$ cat config.mk
export PLATFORM = sky130hd
export DESIGN_NAME = rc_lowpass_filter
export DESIGN_NICKNAME = d
export VERILOG_FILES = /design/src/rtl/discrete_pkg.sv /design/src/rtl/serial_mult_s17u16.sv /design/src/rtl/rc_lowpass_filter.sv
export SDC_FILE = /design/constraint.sdc
export NUM_CORES = 1
export LEC_CHECK = 0
export ABC_AREA = 1
export ABC_CLOCK_PERIOD_IN_PS = 4210
export CAP_MARGIN = 20
export CORE_MARGIN = 4
export CORE_UTILIZATION = 62
export CTS_CLUSTER_SIZE = 40
export DETAILED_ROUTE_END_ITERATION = 16
export GPL_TIMING_DRIVEN = 0
export PLACE_DENSITY = 0.84
export SYNTH_ARGS = -nofsm -noshare
export SYNTH_HDL_FRONTEND = slang
export SYNTH_SLANG_ARGS = --single-unit
$ cat constraint.sdc
create_clock -name clk -period 4.21 [get_ports clk]
set_clock_uncertainty 0.1 [all_clocks]
set_input_delay 0.842 -clock clk [delete_from_list [all_inputs] [get_ports clk]]
set_output_delay 0.842 -clock clk [all_outputs]
set_load 0.02 [all_outputs]
$ cat src/rtl/discrete_pkg.sv
// Shared constants, coefficient helper and FSM state type for the discrete-time
// analog-model stages (RC filters, integrators).
//   ONE_16 / ROUND_16 / MICRO_16 : Q16 fixed-point constants
//   rc_alpha_q16()               : single-pole RC coefficient in Q0.16, clamped to 1..65535
//   rc_state_e                   : sequencing states of a serial-multiply filter stage
package discrete_pkg;

    localparam longint unsigned ONE_16   = 64'd65536;
    localparam longint unsigned ROUND_16 = 64'd32768;
    localparam longint unsigned MICRO_16 = 64'd65536000000;

    typedef enum logic [1:0] {
        StIdle,
        StMul,
        StAcc
    } rc_state_e;

    // alpha = dt / (RC + dt) with dt = 1/sample_rate and C in uF scaled by 2^16.
    function automatic logic [15:0] rc_alpha_q16(
        input longint unsigned sample_rate,
        input longint unsigned r,
        input longint unsigned c_16_shifted
    );
        longint unsigned den;
        longint unsigned q;
        den = sample_rate * r * c_16_shifted + MICRO_16;
        q   = (ONE_16 * MICRO_16) / den;
        if (q < 64'd1) begin
            q = 64'd1;
        end else if (q > 64'd65535) begin
            q = 64'd65535;
        end
        return q[15:0];
    endfunction

endpackage

$ cat src/rtl/serial_mult_s17u16.sv
// Serial shift-add multiplier: signed 17-bit a times unsigned 16-bit b, one
// multiplier bit per clock, LSB first, 16 cycles.
//   clk, reset_n : clock, asynchronous active-low reset (discards any partial product)
//   start        : load operands and clear the accumulator
//   a, b         : multiplicand (signed), multiplier (unsigned)
//   done         : high during the cycle whose closing edge performs the final step;
//                  p holds the complete product after that edge
//   p            : signed 33-bit product accumulator
module serial_mult_s17u16 (
    input  logic               clk,
    input  logic               reset_n,
    input  logic               start,
    input  logic signed [16:0] a,
    input  logic        [15:0] b,
    output logic               done,
    output logic signed [32:0] p
);

    logic signed [32:0] acc_q;
    logic signed [32:0] a_q;
    logic        [15:0] b_q;
    logic        [3:0]  cnt_q;
    logic               run_q;

    always_ff @(posedge clk or negedge reset_n) begin
        if (!reset_n) begin
            acc_q <= '0;
            a_q   <= '0;
            b_q   <= '0;
            cnt_q <= '0;
            run_q <= 1'b0;
        end else if (start) begin
            acc_q <= '0;
            a_q   <= {{16{a[16]}}, a};
            b_q   <= b;
            cnt_q <= '0;
            run_q <= 1'b1;
        end else if (run_q) begin
            if (b_q[0]) begin
                acc_q <= acc_q + a_q;
            end
            a_q   <= a_q <<< 1;
            b_q   <= b_q >> 1;
            cnt_q <= cnt_q + 4'd1;
            if (cnt_q == 4'd15) begin
                run_q <= 1'b0;
            end
        end
    end

    always_comb begin
        done = run_q && (cnt_q == 4'd15);
        p    = acc_q;
    end

endmodule

$ cat src/rtl/rc_lowpass_filter.sv
// Single-pole RC low-pass stage: y[n] = y[n-1] + alpha * (x[n] - y[n-1]).
// One sample takes 18 clocks (register, 16 serial multiply steps, accumulate).
//   clk, reset_n  : clock, asynchronous active-low reset
//   audio_clk_en  : one-cycle sample strobe; dropped (overrun) while busy
//   in            : unsigned input sample
//   out           : unsigned filtered sample, held between updates
//   out_valid     : one-cycle pulse after out updates
//   busy          : a sample is being processed
//   overrun       : one-cycle pulse when a strobe was dropped
module rc_lowpass_filter
    import discrete_pkg::*;
#(
    parameter int unsigned CLOCK_RATE     = 50000000,
    parameter int unsigned SAMPLE_RATE    = 48000,
    parameter int unsigned R              = 4300,
    parameter int unsigned C_16_SHIFTED   = 655360,
    parameter int unsigned ALPHA_OVERRIDE = 0,
    parameter int unsigned WIDTH          = 16
) (
    input  logic             clk,
    input  logic             reset_n,
    input  logic             audio_clk_en,
    input  logic [WIDTH-1:0] in,
    output logic [WIDTH-1:0] out,
    output logic             out_valid,
    output logic             busy,
    output logic             overrun
);

    localparam logic [15:0] ALPHA = (ALPHA_OVERRIDE != 0) ? ALPHA_OVERRIDE[15:0] :
        rc_alpha_q16(64'(SAMPLE_RATE), 64'(R), 64'(C_16_SHIFTED));
    localparam logic signed [33:0] ROUND = 34'(ROUND_16);

    rc_state_e state_q, state_d;

    logic               start;
    logic               acc_en;
    logic               mul_done;
    logic signed [16:0] diff;
    logic signed [32:0] prod;
    logic signed [33:0] rounded;
    logic signed [34:0] y_wide;
    logic        [15:0] y_sat;
    logic        [15:0] y_q;
    logic               out_valid_q;
    logic               overrun_q;

    // State register
    always_ff @(posedge clk or negedge reset_n) begin
        if (!reset_n) begin
            state_q <= StIdle;
        end else begin
            state_q <= state_d;
        end
    end

    // Next-state logic
    always_comb begin
        state_d = state_q;
        unique case (state_q)
            StIdle:  if (audio_clk_en) state_d = StMul;
            StMul:   if (mul_done) state_d = StAcc;
            StAcc:   state_d = StIdle;
            default: state_d = StIdle;
        endcase
    end

    // FSM outputs
    always_comb begin
        start  = (state_q == StIdle) && audio_clk_en;
        busy   = (state_q != StIdle);
        acc_en = (state_q == StAcc);
    end

    // d is captured inside the multiplier's operand register at the accepting edge.
    always_comb begin
        diff = $signed({1'b0, in}) - $signed({1'b0, y_q});
    end

    serial_mult_s17u16 u_mult (
        .clk     (clk),
        .reset_n (reset_n),
        .start   (start),
        .a       (diff),
        .b       (ALPHA),
        .done    (mul_done),
        .p       (prod)
    );

    // Round half up, arithmetic shift, then saturate to the unsigned sample range.
    always_comb begin
        rounded = {prod[32], prod} + ROUND;
        y_wide  = $signed({19'b0, y_q}) + ($signed({rounded[33], rounded}) >>> 16);
        if (y_wide[34]) begin
            y_sat = 16'h0000;
        end else if (|y_wide[33:16]) begin
            y_sat = 16'hFFFF;
        end else begin
            y_sat = y_wide[15:0];
        end
    end

    always_ff @(posedge clk or negedge reset_n) begin
        if (!reset_n) begin
            y_q         <= '0;
            out_valid_q <= 1'b0;
            overrun_q   <= 1'b0;
        end else begin
            out_valid_q <= acc_en;
            overrun_q   <= audio_clk_en && busy;
            if (acc_en) begin
                y_q <= y_sat;
            end
        end
    end

    always_comb begin
        out       = y_q;
        out_valid = out_valid_q;
        overrun   = overrun_q;
    end

endmodule
; Word level (Yosys, flattened, before mapping)
; Cells that the tools add are included.
[totals]
register_bits = 107
input_bits = 19
word_cells = 46
[classes]
n_addsub = 5
eq_ne = 5
n_mux = 17
reduce_logical = 10
[ops]
columns = operator, n
row1 = 33-bit 2-to-1 mux, 5
row2 = 16-bit 2-to-1 mux, 4
row3 = 33-bit by 17-bit adder with 34-bit output (second input constant), 1
row4 = 33-bit adder, 1
row5 = 17-bit by 18-bit adder with 19-bit output, 1
row6 = 18-bit OR reduction, 1
row7 = 16-bit by 16-bit subtractor with 17-bit output, 1
row8 = 4-bit 2-to-1 mux, 2
row9 = 2-bit nonzero test, 3
row10 = 4-bit by 1-bit adder with 4-bit output (second input constant), 1
row11 = 4-bit == test (second input constant), 1
row12 = 2-bit 2-to-1 mux, 2
row13 = 2-bit != test (second input constant), 2
row14 = 2-bit one-hot mux with 2 select lines, 1
row15 = 2-bit AND reduction, 2
row16 = 1-bit logical AND, 3
row17 = 1-bit 2-to-1 mux, 3
row18 = 2-bit by 1-bit == test with 1-bit output (second input constant), 1
row19 = 2-bit == test (second input constant), 1
row20 = 2-bit logical NOT, 1

; Longest topological paths before layout
[depth]
depth_word = 5
mapped_depth = 24
mapped_depth_nobuf = 23

; By module
; From an unflattened synthesis, not the netlist that was laid out.
[hier_totals]
hier_cells = 1342
area_unflattened_um2 = 8934.8
[modules_own_cells]
columns = module, instances, cells_each, area_each_um2
row1 = serial_mult_s17u16, 1, 881, 5978.2
row2 = rc_lowpass_filter, 1, 461, 2956.6

; Worst setup path before layout
; Ideal clock, no wire load.
[synth_path]
kind = register to register
startpoint = reg u_mult.acc_q[16], in the netlist u_mult.p[16]
endpoint = reg y_q[7], in the netlist out[7]
arrival_time_ns = 2.985
required_time_ns = 3.994
path_slack_ns = 1.008
stages_incl_launch_ff = 21
cell_sequence = dfrtp_1 ha_1 nand2_1 nor2_1 inv_1 nor2_1 nand2_1 nor3_1 nand3_1 nor2_1 nor2_1 ha_1 a21oi_1 a21boi_0 nand2_1 nand3b_1 nand2_2 buf_4 nand4_1 nand2_1 nand2_1
[synth_via]
elab_chain_len = 5
[synth_rtl]
columns = element, line_no
row1 = "start, declared", serial_mult_s17u16.sv:19  ; logic signed [32:0] acc_q;
row2 = "start signal, assigned", serial_mult_s17u16.sv:40  ; acc_q <= acc_q + a_q;
row3 = 33-bit by 17-bit adder with 34-bit output *, rc_lowpass_filter.sv:92  ; rounded = {prod[32], prod} + ROUND;
row4 = 17-bit by 18-bit adder with 19-bit output *, rc_lowpass_filter.sv:93  ; y_wide = $signed({19'b0, y_q}) + ($signed({rounded[33], rounded}) >>> 16);
row5 = 18-bit OR reduction, rc_lowpass_filter.sv:96  ; end else if (|y_wide[33:16]) begin
row6 = 16-bit 2-to-1 mux, rc_lowpass_filter.sv:96
row7 = 16-bit 2-to-1 mux *, rc_lowpass_filter.sv:94  ; if (y_wide[34]) begin
row8 = "end signal, assigned", rc_lowpass_filter.sv:112  ; y_q <= y_sat;
row9 = "end, declared", rc_lowpass_filter.sv:44  ; logic [15:0] y_q;
; Every way passes the cells marked *; elsewhere a longest branch is shown, timed or not.
; A chain may end at the register's enable or synchronous reset.

; Worst setup path after layout
[layout_path]
startpoint = reg u_mult.acc_q[16], in the netlist u_mult.p[16]
endpoint = reg y_q[12], in the netlist out[12]
; The elaborated chain is that of the path after synthesis.

==> impl_table.tex <==
\begin{tabular}{lr}
\hline
Metric & Value \\
\hline
\multicolumn{2}{l}{\textbf{Timing}} \\
\quad Slew margin rel. & 0.539 \\
\quad RSZ-0062 raised after global routing & no \\
\quad Worst Hold Slack & 373 ps \\
\quad Number of max-slew violations in the final report & 0 \\
\quad Final setup violation count & 0 \\
\quad Fmax achieved & $\sim$260 MHz \\
\quad Number of hold violations in the final report & 0 \\
\quad Final setup TNS & 0 ps \\
\quad Final critical-path share of the clock period & 0.904 \\
\quad Final critical delay including setup and external delays & 3810 ps \\
\quad Pin slew with the least headroom to its limit & between 600 and 700 ps \\
\multicolumn{2}{l}{\textbf{Flow run}} \\
\quad Max-Cap Viols & 0 \\
\multicolumn{2}{l}{\textbf{Synthesis}} \\
\quad Leading register cell type out of synthesis & sky130\_fd\_sc\_hd\_\_dfrtp\_1 \\
\quad Number of flops mapped to enable cells by yosys & 0 \\
\quad Mapped cell area & 8040 µm² \\
\quad Synthesized Nets & 1,271 \\
\quad Yosys warning total & 0 \\
\quad FF+latch count, synth & 96 \\
\quad Syn avg cell area & 6.80 µm² \\
\quad Sequential-to-total area share from yosys stat & 0.299 \\
\quad Async SR Flop Fraction & 1.00 \\
\quad Number of instances in the synthesized netlist & 1,183 \\
\quad Distinct cells, synth & 43 \\
\multicolumn{2}{l}{\textbf{Final layout}} \\
\quad Number of fill cells & 1,140 \\
\quad Most used cells in the layout excluding fill and tap cells & sky130\_fd\_sc\_hd\_\_nand2\_1, sky130\_fd\_sc\_hd\_\_inv\_1, sky130\_fd\_sc\_hd\_\_nor2\_1, sky130\_fd\_sc\_hd\_\_o21ai\_0, sky130\_fd\_sc\_hd\_\_dfrtp\_1 \\
\quad Multi-input gate area in the final layout & 5000 µm² \\
\quad Commonest non-fill, non-tap cell in the layout & sky130\_fd\_sc\_hd\_\_nand2\_1 \\
\quad Area taken by flip-flops and latches & 2400 µm² \\
\quad Area grow syn2layout & 11.3\% \\
\quad Final std cell area, no fill & 8950 µm² \\
\quad Final nets & 1,320 \\
\quad Diode insertion count for antenna repair & 0 \\
\quad Share of cells above drive strength 1 & 0.0428 \\
\multicolumn{2}{l}{\textbf{Critical path}} \\
\quad Worst R2R Path Depth & 20 \\
\quad Setup crit end kind & register \\
\quad Category of the most critical setup path & register to register \\
\quad Worst Setup Start Kind & register \\
\quad Required time reported for the critical path endpoint & 4350 ps \\
\quad Biggest fanout along the worst timing path & 10 \\
\quad Worst path arrival time & 3950 ps \\
\multicolumn{2}{l}{\textbf{Die}} \\
\quad Number of core rows & $\sim$40 \\
\quad Number of primary I/O pins & 38 \\
\quad Die extent in y & between 100 and 150 µm \\
\quad Initial core utilization & 0.635 \\
\quad Placeable Area & $\sim$13,000 µm² \\
\quad Floorplan die width & between 100 and 150 µm \\
\quad DIE AREA & 14,900 µm² \\
\multicolumn{2}{l}{\textbf{Route}} \\
\quad Number of nets with antenna violations after routing & 0 \\
\quad Ratio of routed vias to standard cells & 5.90 \\
\quad Post-route DRC violation count & 0 \\
\quad Routed WL & approximately 23,000 µm \\
\quad First-pass DRT Iterations & 6 \\
\quad Avg WL per Cell & 16.1 µm \\
\quad Vias after detailed routing & 8,313 \\
\quad Initial drt markers & 855 \\
\multicolumn{2}{l}{\textbf{Pwr}} \\
\quad Worst vdd ir & 0.000452 V \\
\quad Leakage power & between 4 and 5 nW \\
\quad PD cells & $\sim$870 nW/µm² \\
\multicolumn{2}{l}{\textbf{Place}} \\
\quad Number of port buffers & 37 \\
\quad Placed Instance Area & 8650 µm² \\
\quad Weighted congestion at the end of routability-driven global placement & about 1.0 \\
\quad DP Wirelength & 17,700 µm \\
\multicolumn{2}{l}{\textbf{Clocking}} \\
\quad Hold buffer count at cts & 0 \\
\quad Buffer type at the clock tree root & sky130\_fd\_sc\_hd\_\_clkbuf\_16 \\
\quad Number of buffers created by CTS & 9 \\
\quad Number of buffers on the longest clock path & 2 \\
\quad Deepest level of the CTS H-tree & 3 \\
\quad Reg clk slew, reported paths & approximately 70 ps \\
\quad CTS tree & done \\
\quad Post-cts sizing count & 0 \\
\quad Number of clock sinks & 96 \\
\quad Post-CTS Repair Setup Buffers & 0 \\
\quad Worst-Skew Late Latency & 350 ps \\
\multicolumn{2}{l}{\textbf{GRT}} \\
\quad Largest net degree at the start of global routing & 50 \\
\quad Total congestion overflow after global routing & 0 \\
\quad Wire length of the first global-routing pass & $\sim$37,000 µm \\
\quad Via count of the first global-routing pass & 7,687 \\
\quad GR Util All Layers & 0.314 \\
\quad Number of antenna violations at the first check in global routing & 0 \\
\multicolumn{2}{l}{\textbf{Hold path}} \\
\quad Hold Path Cell Cnt & 1 \\
\quad Hold crit path type & register to register \\
\multicolumn{2}{l}{\textbf{Outcome}} \\
\quad Result of the run & complete, no violations \\
\hline
\end{tabular}
## synthesized netlist by cell type (all sizes together), types with 11 or more instances
library cell / n / area share
nand2: 335 / 0.16
inv: 140 / 0.065
nor2: 115 / 0.056
o21ai: 106 / 0.066
dfrtp: 96 / 0.30
a21oi: 95 / 0.060
ha: 66 / 0.10
nand3: 57 / 0.038
nand4: 26 / 0.020
xor2: 18 / 0.020
clkbuf: 16 / 0.0075
xnor2: 15 / 0.016
nor3: 12 / 0.0075
nand3b: 11 / 0.010
## report_power, final
group / leakage (nW) / total [mW] / switching [mW] / internal [mW]
Sequential: 1.20 / 1.84 / 0.479 / 1.36
Clock: 0.140 / 0.808 / 0.383 / 0.425
Combinational: 3.16 / 5.16 / 3.31 / 1.85
Total: 4.50 / 7.80 / 4.17 / 3.63
## layer usage
layer / wire [µm] / part of all wire / global-route usage / vias up
met5: 0 / 0 / 0 / -
met4: 620 / 0.027 / 0.114 / 0
met3: 1620 / 0.071 / 0.0376 / 60
met2: 10400 / 0.46 / 0.499 / 390
met1: 10100 / 0.44 / 0.445 / 3851
li1: - / - / - / 4012
## flip-flops by register name (all words and copies together) (netlist names)
signal	count
out	16
out_valid	1
overrun	1
state_q	2
u_mult.a_q	33
u_mult.b_q	5
u_mult.cnt_q	4
u_mult.p	33
u_mult.run_q	1
## through the flow
| step | std cells | utilization | power [mW] | worst slack, ps |
|---|---|---|---|---|
| final | 1409 | 0.707 | 7.80 | 403 |
| after detailed placement | 1393 | 0.683 | 6.84 | 314 |
| after global placement | 1392 | 0.681 | 6.71 | -1380 |
| after global routing | 1409 | 0.707 | 8.53 | 66.1 |
| after floorplan | 1183 | - | 5.47 | 1010 |
| after CTS | 1409 | 0.706 | 7.70 | 269 |
## area by class of cell
class | count | share of cell area
buffer | 25 | 0.0140
clock buffer | 10 | 0.0267
clock inverter | 6 | 0.00531
inverter | 142 | 0.0595
multi-input combinational | 920 | 0.558
sequential | 96 | 0.268
tap | 172 | 0.0240
timing repair buffer | 38 | 0.0442
## cells by family (layout without fill, tap and decap cells)
kind of cell	after synthesis	in the layout	share of synthesized area
adder cells (fa/ha/maj)	69	69	0.110
flip-flops	96	96	0.299
AO/OA/AOI/OAI	250	250	0.172
AND/OR/NAND/NOR	568	568	0.301
buffers and inverters	167	221	0.0818
XOR/XNOR	33	33	0.0359
## worst paths after layout
path	startpoint	endpoint	slack [ps]
worst max-delay path	u_mult.p[16]	out[12]	400
worst min-delay path	u_mult.cnt_q[3]	u_mult.cnt_q[3]	370
worst max register to register	u_mult.p[16]	out[12]	400
worst min register to register	u_mult.cnt_q[3]	u_mult.cnt_q[3]	370
max in group asynchronous	reset_n	out[14]	2890
min in group asynchronous	reset_n	u_mult.p[2]	400
## worst max-delay path, cell delays in order (launching register included)
cell	delay, ps
sky130_fd_sc_hd__dfrtp_1	470
sky130_fd_sc_hd__ha_1	260
sky130_fd_sc_hd__nand2_1	90
sky130_fd_sc_hd__nor2_1	180
sky130_fd_sc_hd__inv_1	100
sky130_fd_sc_hd__nor2_2	170
sky130_fd_sc_hd__nand2_1	100
sky130_fd_sc_hd__nor3_2	240
sky130_fd_sc_hd__nand3_1	140
sky130_fd_sc_hd__nor2_1	130
sky130_fd_sc_hd__nor2_1	60
sky130_fd_sc_hd__ha_1	320
sky130_fd_sc_hd__a21oi_1	170
sky130_fd_sc_hd__a21boi_0	300
sky130_fd_sc_hd__nand2_1	80
sky130_fd_sc_hd__nand3b_1	170
sky130_fd_sc_hd__nand2_2	180
sky130_fd_sc_hd__buf_4	200
sky130_fd_sc_hd__nand4_1	110
sky130_fd_sc_hd__nand2_1	70
sky130_fd_sc_hd__nand2_1	50
No activity file was read; power rests on OpenSTA's default activity.
